$ cat src/rtl/pipe_reg_chain.sv
// pipe_reg_chain: elastic valid/ready register pipeline with bubble collapsing and flush.
// Define PIPE_COUNT_EN to add the registered occupancy port count.
module pipe_reg_chain #(
  parameter int WIDTH = 5,
  parameter int DEPTH = 3
) (
  input  logic             clock,
  input  logic             Resetn,
  input  logic             flush,
  input  logic             in_valid,
  output logic             in_ready,
  input  logic [WIDTH-1:0] in_data,
  output logic             out_valid,
  input  logic             out_ready,
  output logic [WIDTH-1:0] out_data
`ifdef PIPE_COUNT_EN
  ,
  output logic [$clog2(DEPTH+1)-1:0] count
`endif
);
  logic [DEPTH-1:0] v_q, v_d, r;
  logic [WIDTH-1:0] d_q [DEPTH];
  logic [WIDTH-1:0] d_d [DEPTH];
  // A stage can move when any stage from it to the output is empty or the output drains.
  for (genvar k = 0; k < DEPTH; k++) begin : g_rdy
    assign r[k] = out_ready | ~&(v_q | ~({DEPTH{1'b1}} << k));
  end
  assign in_ready  = r[0] & ~flush;
  assign out_valid = v_q[DEPTH-1];
  assign out_data  = d_q[DEPTH-1];
  always_comb begin
    v_d = v_q;
    d_d = d_q;
    if (r[0]) begin
      v_d[0] = in_valid;
      d_d[0] = in_data;
    end
    for (int k = 1; k < DEPTH; k++) begin
      if (r[k]) begin
        v_d[k] = v_q[k-1];
        d_d[k] = d_q[k-1];
      end
    end
    if (flush) v_d = '0;
  end
  always_ff @(posedge clock or negedge Resetn) begin
    if (!Resetn) begin
      v_q <= '0;
      for (int k = 0; k < DEPTH; k++) d_q[k] <= '0;
    end else begin
      v_q <= v_d;
      d_q <= d_d;
    end
  end
`ifdef PIPE_COUNT_EN
  logic [$clog2(DEPTH+1)-1:0] count_q, count_d;
  logic in_x, out_x;
  assign in_x  = in_valid & in_ready;
  assign out_x = out_valid & out_ready;
  assign count = count_q;
  always_comb begin
    count_d = flush ? '0 :
              (in_x & ~out_x) ? count_q + 1'b1 :
              (out_x & ~in_x) ? count_q - 1'b1 : count_q;
  end
  always_ff @(posedge clock or negedge Resetn) begin
    if (!Resetn) count_q <= '0;
    else count_q <= count_d;
  end
`endif
endmodule

$ cat config.mk
export PLATFORM = sky130hd
export DESIGN_NAME = pipe_reg_chain
export DESIGN_NICKNAME = d
export VERILOG_FILES = /design/src/rtl/pipe_reg_chain.sv
export SDC_FILE = /design/constraint.sdc
export NUM_CORES = 1
export LEC_CHECK = 0
export CAP_MARGIN = 5
export CORE_AREA = 2 2 48 59
export CTS_BUF_LIST = sky130_fd_sc_hd__clkbuf_16
export DETAILED_ROUTE_END_ITERATION = 8
export DIE_AREA = 0 0 50 61
export PLACE_DENSITY_LB_ADDON = 0.08
export RECOVER_POWER = 25
export SYNTH_ARGS = -nofsm -noshare
export SYNTH_HDL_FRONTEND = slang
export SYNTH_SLANG_ARGS = --single-unit
export TNS_END_PERCENT = 10
$ cat constraint.sdc
create_clock -name clock -period 1.69 [get_ports clock]
set_clock_uncertainty 0.2 [all_clocks]
set_input_delay 0.169 -clock clock [delete_from_list [all_inputs] [get_ports clock]]
set_output_delay 0.169 -clock clock [all_outputs]
set_load 0.02 [all_outputs]
== Yosys cells after proc, flatten, opt, wreduce, memory -nomap -nowiden ==
Index checks and enable logic that the tools add are counted.

* Bitwise gates (word level): 5
* Multipliers: 0
* Shift-type cells: 0
* Equality and inequality tests: 0
* Multiplexer cells: 4
* Add/sub/neg operators: 0
* Reductions and logical operators: 8
* Order comparisons: 0
* Div/mod/pow operators: 0

{| class="wikitable"
|+ Operators with widths
! operator !! count
|-
| 2-bit nonzero test || 3
|-
| 1-bit logical NOT || 3
|-
| 1-bit 2-to-1 mux || 3
|-
| 3-bit 2-to-1 mux || 1
|-
| 1-bit OR || 3
|-
| 3-bit AND reduction || 1
|-
| 2-bit AND reduction || 1
|-
| 1-bit bitwise AND || 1
|-
| 1-bit inverter || 1
|}

* Output and inout bits: 7
* Memory bits (read-only): 0
* Logic and storage cells: 23
* Memories: 0
* RAM bits: 0
* Latch bits: 0
* Register bits after elaboration: 18

== Logic depth before layout (Yosys ltp) ==
* Word-level depth: 5
* Depth in mapped cells: 3

== Worst setup path before layout ==
Ideal clock, no wire load.

* Kind: register -> register
* Start: reg v_q[2]
* End: reg d_q (netlist bit out_data[0])
* Setup slack: 263 ps
* Path buffers: 1
* Clock period less this slack: 1427 ps
* Cell stages (with the launch flop): 4
* Data arrival time: 1102 ps
* Data required time: 1365 ps
* Cell sequence: dfrtp_1 -> nor2b_1 -> buf_2 -> mux2_2

* Cells in the longest elaborated chain, start to end: 2

{| class="wikitable"
|+ RTL lines
! what !! line !! RTL
|-
| start, declared || 21 || <nowiki>logic [DEPTH-1:0] v_q, v_d, r;</nowiki>
|-
| start signal, assigned || 51 || <nowiki>v_q <= v_d;</nowiki>
|-
| 1-bit logical NOT || 26 || <nowiki>assign r[k] = out_ready | ~&(v_q | ~({DEPTH{1'b1}} << k));</nowiki>
|-
| 1-bit OR || 26 ||
|-
| end signal, assigned || 52 || <nowiki>d_q <= d_d;</nowiki>
|-
| end, declared || 22 || <nowiki>logic [WIDTH-1:0] d_q [DEPTH];</nowiki>
|}

No other way between the ends.
A chain may end at the register's enable or synchronous reset.

== Worst setup path in the final report ==
* Start: in out_ready
* End: out in_ready

* Cells in the longest elaborated chain, start to end: 2

{| class="wikitable"
|+ RTL lines
! what !! line !! RTL
|-
| start, declared || 14 || <nowiki>input logic out_ready,</nowiki>
|-
| 1-bit OR || 26 ||
|-
| 1-bit bitwise AND || 28 || <nowiki>assign in_ready = r[0] & ~flush;</nowiki>
|-
| end, declared || 11 || <nowiki>output logic in_ready,</nowiki>
|}

No other way between the ends.

==> metrics.md <==
| Metric | Value |
|---|---|
| TritonCTS clock tree | `yes` |
| RSZ-0062 raised after global routing | `no` |
| Mean post-synth cell area | `15.09 um2` |
| Worst slack at placement | `-0.1896 ns` |
| Worst R2R Setup Slack | `0.22 ns` |
| Die W | `50 um` |
| Clock transition at path regs | `0.05 ns` |
| Worst flop-to-flop path startpoint | `v_q[2]$_DFFE_PN0P_` |
| Register area share after synthesis | `0.6218` |
| Std cell rows | `20` |
| HPWL Detailed | `911.7 um` |
| WS Path Type | `input port to primary output` |
| Largest net degree at the start of global routing | `19` |
| Post-Syn Area | `724.4 um2` |
| Total CTS buffers | `3` |
| Crit. End Element | `primary output` |
| All-Layer GR Usage | `0.09398` |
| Minimum clock period | `1.587 ns` |
| Placeable Area | `2477 um2` |
| Startpoint types | `input port` |
| Crit Reg-Reg Endpoint | `d_q[8]$_DFFE_PN0P_` |
| First-pass GRT wire length | `2.042 mm` |
| Hold depth | `3` |
| Area delta synth->final | `39.38%` |
| DP Area | `935.9 um2` |
| Clk_lat worst skew | `0.24 ns` |
| Die Footprint | `3050 um2` |
| Commonest non-fill, non-tap cell in the layout | `dfrtp_1` |
| Drt pass-1 iters | `1` |
| DRT antenna net count | `0` |
| Vias per Instance | `4.059` |
| Drt drc | `0` |
| Most frequent cells in the layout | `dfrtp_1, clkdlybuf4s50_1, mux2_2, buf_4` |
| Cell area after layout | `1010 um2` |
| DIE HEIGHT | `61 um` |
| Slew of the pin with the lowest slew margin | `0.9671 ns` |
| Rel. slew slack | `0.3553` |
| Yosys top cell area share | `0.6218` |
| Vias in the first global route | `448` |
| Worst-case reg-to-reg path depth | `3` |
| FF+latch count, synth | `18` |
| Hold Fails Final Rpt | `0` |
| Final setup vio count | `0` |
| Post-CTS Hold Buffers | `0` |
| PD cells | `1017 nW/um2` |
| Layout fillers | `239` |
| Max Slew Vio Count | `0` |
| H-tree depth | `1` |
| Hold crit path type | `input port to register` |
| Synth Net Count | `58` |
| Final wirelength | `1.190 mm` |
| Per-cell routed wire length | `11.67 um` |
| Final nets | `80` |
| Cell accounting for the most synthesized area | `dfrtp_1` |
| Antenna cells | `0` |
| Initial DRC Count | `0` |
| Run status | `finished, final reports clean` |
| Synthesis Warnings | `0` |
| Initial antenna violation count | `0` |
| Hold endpoint | `v_q[0]$_DFFE_PN0P_` |
| Max capacitance violation total | `0` |
| CTS Sinks | `18` |
| Post-synthesis cell count | `48` |
| Synth area leaders | `dfrtp_1, mux2_2, buf_4, mux2_1, nand4b_2` |
| Fraction of layout cells with a size suffix above 1 | `0.3333` |
| Count of cell types in the netlist | `11` |
| Worst setup margin | `0.1034 ns` |
| Achievable frequency | `0.6303 GHz` |
| Placer congestion estimate | `0.6623` |
| Setup bufs post-CTS | `0` |
| Crit path DAT | `1.22 ns` |
| Port-buffer cells | `16` |
| Crit-path max FO | `2` |
| Fin crit share | `0.9388` |
| Vias | `414` |
| CP required | `1.32 ns` |
| Ports | `17` |
| Initial core utilization | `0.2924` |
| Clk buf depth | `2` |
| Grt ovf | `0` |
| Pleak | `0.0004457 uW` |
| Maximum VDD drop | `477.7 uV` |
| CTS Root Cell | `clkbuf_16` |
| Hold Crit Start | `in_valid` |
stage by stage:
step | TNS, ns | std cells | power [uW] | hold WS (ns) | utilization
after floorplan | 0 | 48 | 521.5 | -0.3266 | -
after detailed placement | -0.5148 | 98 | 574.6 | 0.2808 | 0.3778
after global routing | 0 | 102 | 1087 | 0.2677 | 0.4076
final | 0 | 102 | 1027 | 0.2560 | 0.4076
after global placement | -0.4035 | 98 | 572.8 | 0.2718 | 0.3778
after CTS | 0 | 102 | 1051 | 0.05827 | 0.4086
cell type report:
| class | instances | area [um2] | area share |
|---|---|---|---|
| sequential | 18 | 450.4 | 0.4461 |
| inverter | 2 | 7.507 | 0.007435 |
| multi-input combinational | 22 | 224.0 | 0.2218 |
| tap | 33 | 41.29 | 0.04089 |
| timing repair buffer | 23 | 207.7 | 0.2057 |
| clock buffer | 3 | 75.07 | 0.07435 |
| clock inverter | 1 | 3.754 | 0.003717 |
registers in the layout (all words and copies together) (netlist names):
signal	count
out_data	5
v_q	3
d_q	10
routing by layer:
metal / vias to the layer above / share of wire / track usage
met5: - / 0 / 0
met4: 0 / 0 / 0.05952
met3: 0 / 0.061 / 0.03202
met2: 15 / 0.49 / 0.1466
met1: 196 / 0.44 / 0.1118
li1: 203 / - / -
worst max-delay path, stage by stage:
cell and delay (ns):
clkdlybuf4s50_1 0.47, nand4b_2 0.13, nor2b_1 0.14, clkdlybuf4s15_1 0.31
Yosys cell counts:
| cell type | instances |
|---|---|
| inv_1 | 2 |
| mux2_2 | 12 |
| nor2b_1 | 2 |
| nand3b_1 | 1 |
| mux2_1 | 3 |
| o21ba_2 | 1 |
| buf_4 | 5 |
| dfrtp_1 | 18 |
| nand4b_2 | 1 |
| buf_2 | 1 |
| a21oi_1 | 2 |
worst max path at each step:
stage,slack [ns],end,from,depth (start not counted)
finish,0.10,in_ready,out_ready,4
global placement,-0.18,in_ready,out_ready,4
floorplan,0.26,out_data[0]$_DFFE_PN0P_,v_q[2]$_DFFE_PN0P_,3
global route,0.02,in_ready,out_ready,4
CTS,0.07,in_ready,out_ready,4
detailed placement,-0.19,in_ready,out_ready,4
report_power, final:
part	internal, uW	switching, uW	total, uW
sequential	456	11.8	467
combinational	57.1	37.6	94.6
clock	314	151	465
timing repair:
action,4_1_cts,5_1_grt
endpoints found under the setup margin,2,1
pin swaps,0,0
resized for setup,2,1
cells by family (layout without fill, tap and decap cells):
logic type	count (synthesis)	after routing	share of synthesized area
flops	18	18	0.6218
mux	15	15	0.2332
buf+inv	8	29	0.06909
simple gates	4	4	0.04835
compound gates	3	3	0.02763
(Power assumes the default switching activity.)
==> patch 1 (same settings) <==
Build with the macro `PIPE_COUNT_EN` defined.
--- a/src/rtl/pipe_reg_chain.sv
+++ b/src/rtl/pipe_reg_chain.sv
@@ -1,5 +1,7 @@
 // pipe_reg_chain: elastic valid/ready register pipeline with bubble collapsing and flush.
 // Define PIPE_COUNT_EN to add the registered occupancy port count.
+`define PIPE_COUNT_EN
+
 module pipe_reg_chain #(
   parameter int WIDTH = 5,
   parameter int DEPTH = 3
Behaviour (old outputs only; new: count): unchanged (Yosys induction, for registers that start in step).
==> patch 1 against the original RTL <==
  * Sequential cell count increased by 2
  * Hold slack got worse by 41 ps
  * Power increased by 8.3%
  * Setup slack got worse by 20 ps
  * Wire length increased by 20%
  * Register-to-register slack got worse by 120 ps
  * Design area increased by 13%
  * Synthesized area increased by 16%
  * Largest power group unchanged
  * Highest routed layer is now met4
==> patch 1: results (changes against the original RTL) <==
run_status: "complete, no violations"
place.gp.congestion: 0.6529  # -1.4%
cts.repair.resized: 1  # -1
critical-path-slowest-cell: "clkdlybuf4s50_1"
synth_area_leaders: "dfrtp_1, mux2_2, buf_4"
yosysSeqAreaShare_pct: 59.35  # -2.8 points
cts.root.buffer_cell: "clkbuf_16"
clk_pin_slew_ps: 50  # about the same
routed_wirelength_um: 1426  # +20%
hold_path_class: "in -> async"
setup_crit_start_kind: "register"
grt_antenna_before_repair: 0  # unchanged
global_route.usage.total_pct: 11.13  # +1.7 points
synth_fp_nets: 74  # +28%
cts_htree_levels: 1  # unchanged
fillCellCount: 225  # -5.9%
drt-initial-drc-count: 4  # +4
place.port_buffers: 18  # +2
insertion_delay_ps: 240  # about the same
detail_route.first_pass.iterations: 2  # +1
dp_slack_ps: -192.6  # -3.012 ps
maximum_number_of_pins_on_one_net_before_global_route_repair: 21  # +2
grt_pass1_wl_um: 2470  # +21%
synth.distinct_cells: 17  # +6
synth-async-reset-ratio_pct: 100.0  # unchanged
crit_path_max_incr_delay_ps: 620  # +150 ps
max_flop_register: "d_q"
ys.warnings.count: 0  # unchanged
post_cts_buffers: 0  # unchanged
first_global_vias: 548  # +22%
power_switching_share_pct: 19.90  # +0.38 points
total_leakage_power_nw: 0.5083  # +14%
vias: 544  # +31%
drive_gt1_share_pct: 30.23  # -3.1 points
ir_drop_uv: 570.9  # +20%
critical_path.top_delay_family: "buffers and inverters"
fin_nets: 97  # +21%
place.detailed.hpwl_um: 1043  # +14%
critPathMaxFanout: 4  # +2
tritoncts.num_buffers: 3  # unchanged
largest_reg_flops: 10  # unchanged
synth_commonest_cells: "dfrtp_1, mux2_2, buf_4"
worst_slew_margin_rel_pct: 67.76  # +32 points
maximum_buffer_depth_of_the_clock_tree: 2  # unchanged
==> patch 1: cell types whose count changed in the layout (fill, tap and decap cells not counted), moves of 2 or more <==
cell | unedited run | this run
mux2_2 | 12 | 15
mux2_1 | 3 | 0
clkbuf_2 | 0 | 2
a21oi_1 | 2 | 4
nor2_1 | 0 | 4
nand2_1 | 0 | 2
dfrtp_1 | 18 | 20
a21o_1 | 0 | 2
==> patch 1: final cells by class <==
| type | count | area share (%) |
|---|---|---|
| flip-flops and latches | 20 | 43.96 |
| multi-input cells | 36 | 25.49 |
| clock inverters | 1 | 0.3297 |
| clock buffers | 3 | 6.593 |
| inverters | 2 | 0.6593 |
| well taps | 33 | 3.626 |
| repair buffers | 24 | 19.34 |
==> patch 1: kinds of logic (layout without fill, tap and decap cells) <==
kind of cell	count (synthesis)	count (layout)	share of synthesized area, %
flip-flops	20	20	59.35
AND/OR/NAND/NOR	11	11	6.974
multiplexers	15	15	20.03
buffers and inverters	8	30	6.231
AO/OA/AOI/OAI	10	10	7.418
==> patch 1: power by group through the flow <==
stage | sequential (W) | combinational [W] | clock, W
2_1_floorplan | 0.000534 | 0.0000606 | 0
3_3_place_gp | 0.000530 | 0.000129 | 0
3_5_place_dp | 0.000531 | 0.000130 | 0
4_1_cts | 0.000523 | 0.000130 | 0.000485
5_1_grt | 0.000526 | 0.000138 | 0.000501
6_report | 0.000522 | 0.000125 | 0.000465
==> patch 1: per-layer routing <==
metal	vias to the layer above	part of all wire (%)	GRT usage [%]
met5	-	0	0
met4	0	1.1	5.952
met3	2	4.4	2.709
met2	13	51	18.80
met1	266	44	13.19
li1	263	-	-
==> patch 1: final timing paths <==
path	slack, ps	endpoint	cells after the start	from
max	80	count[0]	1	count[0]$_DFFE_PN0P_
min	220	out_data[0]$_DFFE_PN0P_	2	Resetn
max reg2reg	100	d_q[9]$_DFFE_PN0P_	4	v_q[2]$_DFFE_PN0P_
min reg2reg	300	d_q[8]$_DFFE_PN0P_	1	d_q[13]$_DFFE_PN0N_
max in group asynchronous	750	d_q[13]$_DFFE_PN0N_	2	Resetn
min in group clock	300	d_q[8]$_DFFE_PN0P_	1	d_q[13]$_DFFE_PN0N_
==> patch 1: per-stage QoR <==
stage,cells,instance area (um^2)
after floorplan,64,843.3
after global placement,115,1065
after detailed placement,115,1065
after CTS,119,1142
after global routing,119,1139
final,119,1139
==> patch 2 (same settings) <==
Made on the original files. Change the parameter `DEPTH` from 3 to 2.
--- a/src/rtl/pipe_reg_chain.sv
+++ b/src/rtl/pipe_reg_chain.sv
@@ -2,7 +2,7 @@
 // Define PIPE_COUNT_EN to add the registered occupancy port count.
 module pipe_reg_chain #(
   parameter int WIDTH = 5,
-  parameter int DEPTH = 3
+  parameter int DEPTH = 2
 ) (
   input  logic             clock,
   input  logic             Resetn,
Behaviour: not the same (Yosys sat finds a counterexample within 4 cycles, from zero or initial values and one cycle with Resetn low).
==> patch 2 against the original RTL <==
  * Power fell by 19%
  * Wire length fell by 14%
  * Sequential cell count fell by 6
  * First-iteration DRC count grew 1
  * Synthesized area shrank 26%
  * Design area down 21%
  * Via count decreased by 21%
  * Critical path depth is 3 lower
  * Final cell count shrank 16%
  * Sequential power decreased by 32%
  * Combinational power increased by 13%
  * Sequential share of layout area shrank 7.2 points
  * Setup slack gained 40 ps
  * Count of clock-buffer cells in the layout unchanged
  * Critical path type is now reg -> out
  * Largest cell class unchanged
==> patch 2: results (changes against the original RTL) <==
run_status: "complete, no violations"
total_leakage_power_nw: 0.3873  # -13%
groute.layer.met3.usage_pct: 2.956  # -0.25 points
vias: 328  # -21%
grt_antenna_before_repair: 0  # unchanged
top_layer: "met4"
drive_gt1_share_pct: 37.74  # +4.4 points
place.detailed.hpwl_um: 818.4  # -10%
maximum_buffer_depth_of_the_clock_tree: 2  # unchanged
critical-path-slowest-cell: "clkdlybuf4s50_1"
diode_insertion_count_for_antenna_repair: 0  # unchanged
wirelength_met1_um: 368  # -30%
synth_ff_type: "dfrtp_1"
hold_path_class: "in -> async"
clk_pin_slew_ps: 40
met3WireLength_um: 71  # -2.7%
synth.distinct_cells: 9  # -2
synth-async-reset-ratio_pct: 100.0  # unchanged
insertion_delay_ps: 230
maximum_number_of_pins_on_one_net_before_global_route_repair: 13  # -6
globalRouteMet1Util_pct: 7.198  # -4.0 points
synth_area_leaders: "dfrtp_1, mux2_4, buf_4"
dpl.cell_count: 83  # -15%
post_drt_wl_per_cell_um: 11.84  # +1.5%
met2_usage_pct: 15.41  # +0.75 points
place.gp.congestion: 0.6411  # -3.2%
wl_met2_um: 566  # -3.7%
critPathMaxFanout: 2  # unchanged
place.port_buffers: 16  # unchanged
tritoncts.num_buffers: 3  # unchanged
synth_commonest_cells: "dfrtp_1, mux2_4, buf_4"
grt_pass1_wl_um: 1725  # -16%
ir_drop_uv: 496.8  # +4.0%
postPlaceCellArea_um2: 733.2  # -22%
cts.root.buffer_cell: "clkbuf_16"
netlist_instances: 35  # -27%
detail_route.first_pass.iterations: 2  # +1
post_cts_buffers: 0  # unchanged
ys.warnings.count: 0  # unchanged
drt-initial-drc-count: 1  # +1
global_route.usage.total_pct: 8.040  # -1.4 points
first_global_vias: 393  # -12%
critical_path.top_delay_family: "buffers and inverters"
yosysSeqAreaShare_pct: 55.68  # -6.5 points
synth_fp_nets: 45  # -22%
cts_htree_levels: 1  # unchanged
routed_wirelength_um: 1018  # -14%
cts.repair.resized: 3  # +1
arrival_ps: 1180  # -40 ps
crit_path_max_incr_delay_ps: 610  # +140 ps
worst_slew_margin_rel_pct: 62.78  # +27 points
fin_nets: 65  # -19%
-- patch 2: report_power, final --
part | internal (W) | total (W) | switching [W] | leakage (nW)
registers | 0.000308 | 0.000319 | 0.0000113 | 0.143
logic | 0.0000662 | 0.000107 | 0.0000413 | 0.208
clock network | 0.000306 | 0.000407 | 0.000101 | 0.0370
total | 0.000680 | 0.000833 | 0.000153 | 0.387
-- patch 2: worst paths after layout --
| path | start | endpoint | slack (ps) | cells past startpoint |
|---|---|---|---|---|
| setup / recovery | out_data[2]$_DFFE_PN0P_ | out_data[2] | 140 | 1 |
| hold / removal | Resetn | out_data[1]$_DFFE_PN0P_ | 170 | 1 |
| setup reg to reg | v_q[1]$_DFFE_PN0P_ | out_data[2]$_DFFE_PN0P_ | 370 | 3 |
| hold reg to reg | out_data[4]$_DFFE_PN0P_ | out_data[4]$_DFFE_PN0P_ | 310 | 1 |
| max in group asynchronous | Resetn | out_data[2]$_DFFE_PN0P_ | 750 | 1 |
| min in group clock | in_valid | v_q[0]$_DFFE_PN0P_ | 290 | 3 |
-- patch 2: stage by stage --
stage	setup slack (ps)	setup TNS, ps	hold WS (ps)
after floorplan	239.0	0	-326.6
after global placement	-243.6	-243.6	290.7
after detailed placement	-272.7	-272.7	300.7
after CTS	13.08	0	110.0
after global routing	87.51	0	213.3
final	143.9	0	169.6
-- patch 2: cell families after synthesis --
| logic type | Yosys count | share of synthesized area, % |
|---|---|---|
| mux | 10 | 26.45 |
| simple gates | 3 | 6.730 |
| compound gates | 3 | 2.783 |
| flops | 12 | 55.68 |
| buf+inv | 7 | 8.354 |
-- patch 2: area by class of cell --
class	instances	area, um^2
multi-input cells	16	193.9
well taps	33	41.29
repair buffers	20	183.9
inverters	2	7.507
flip-flops and latches	12	300.3
fillers	253	1675
clock buffers	3	75.07
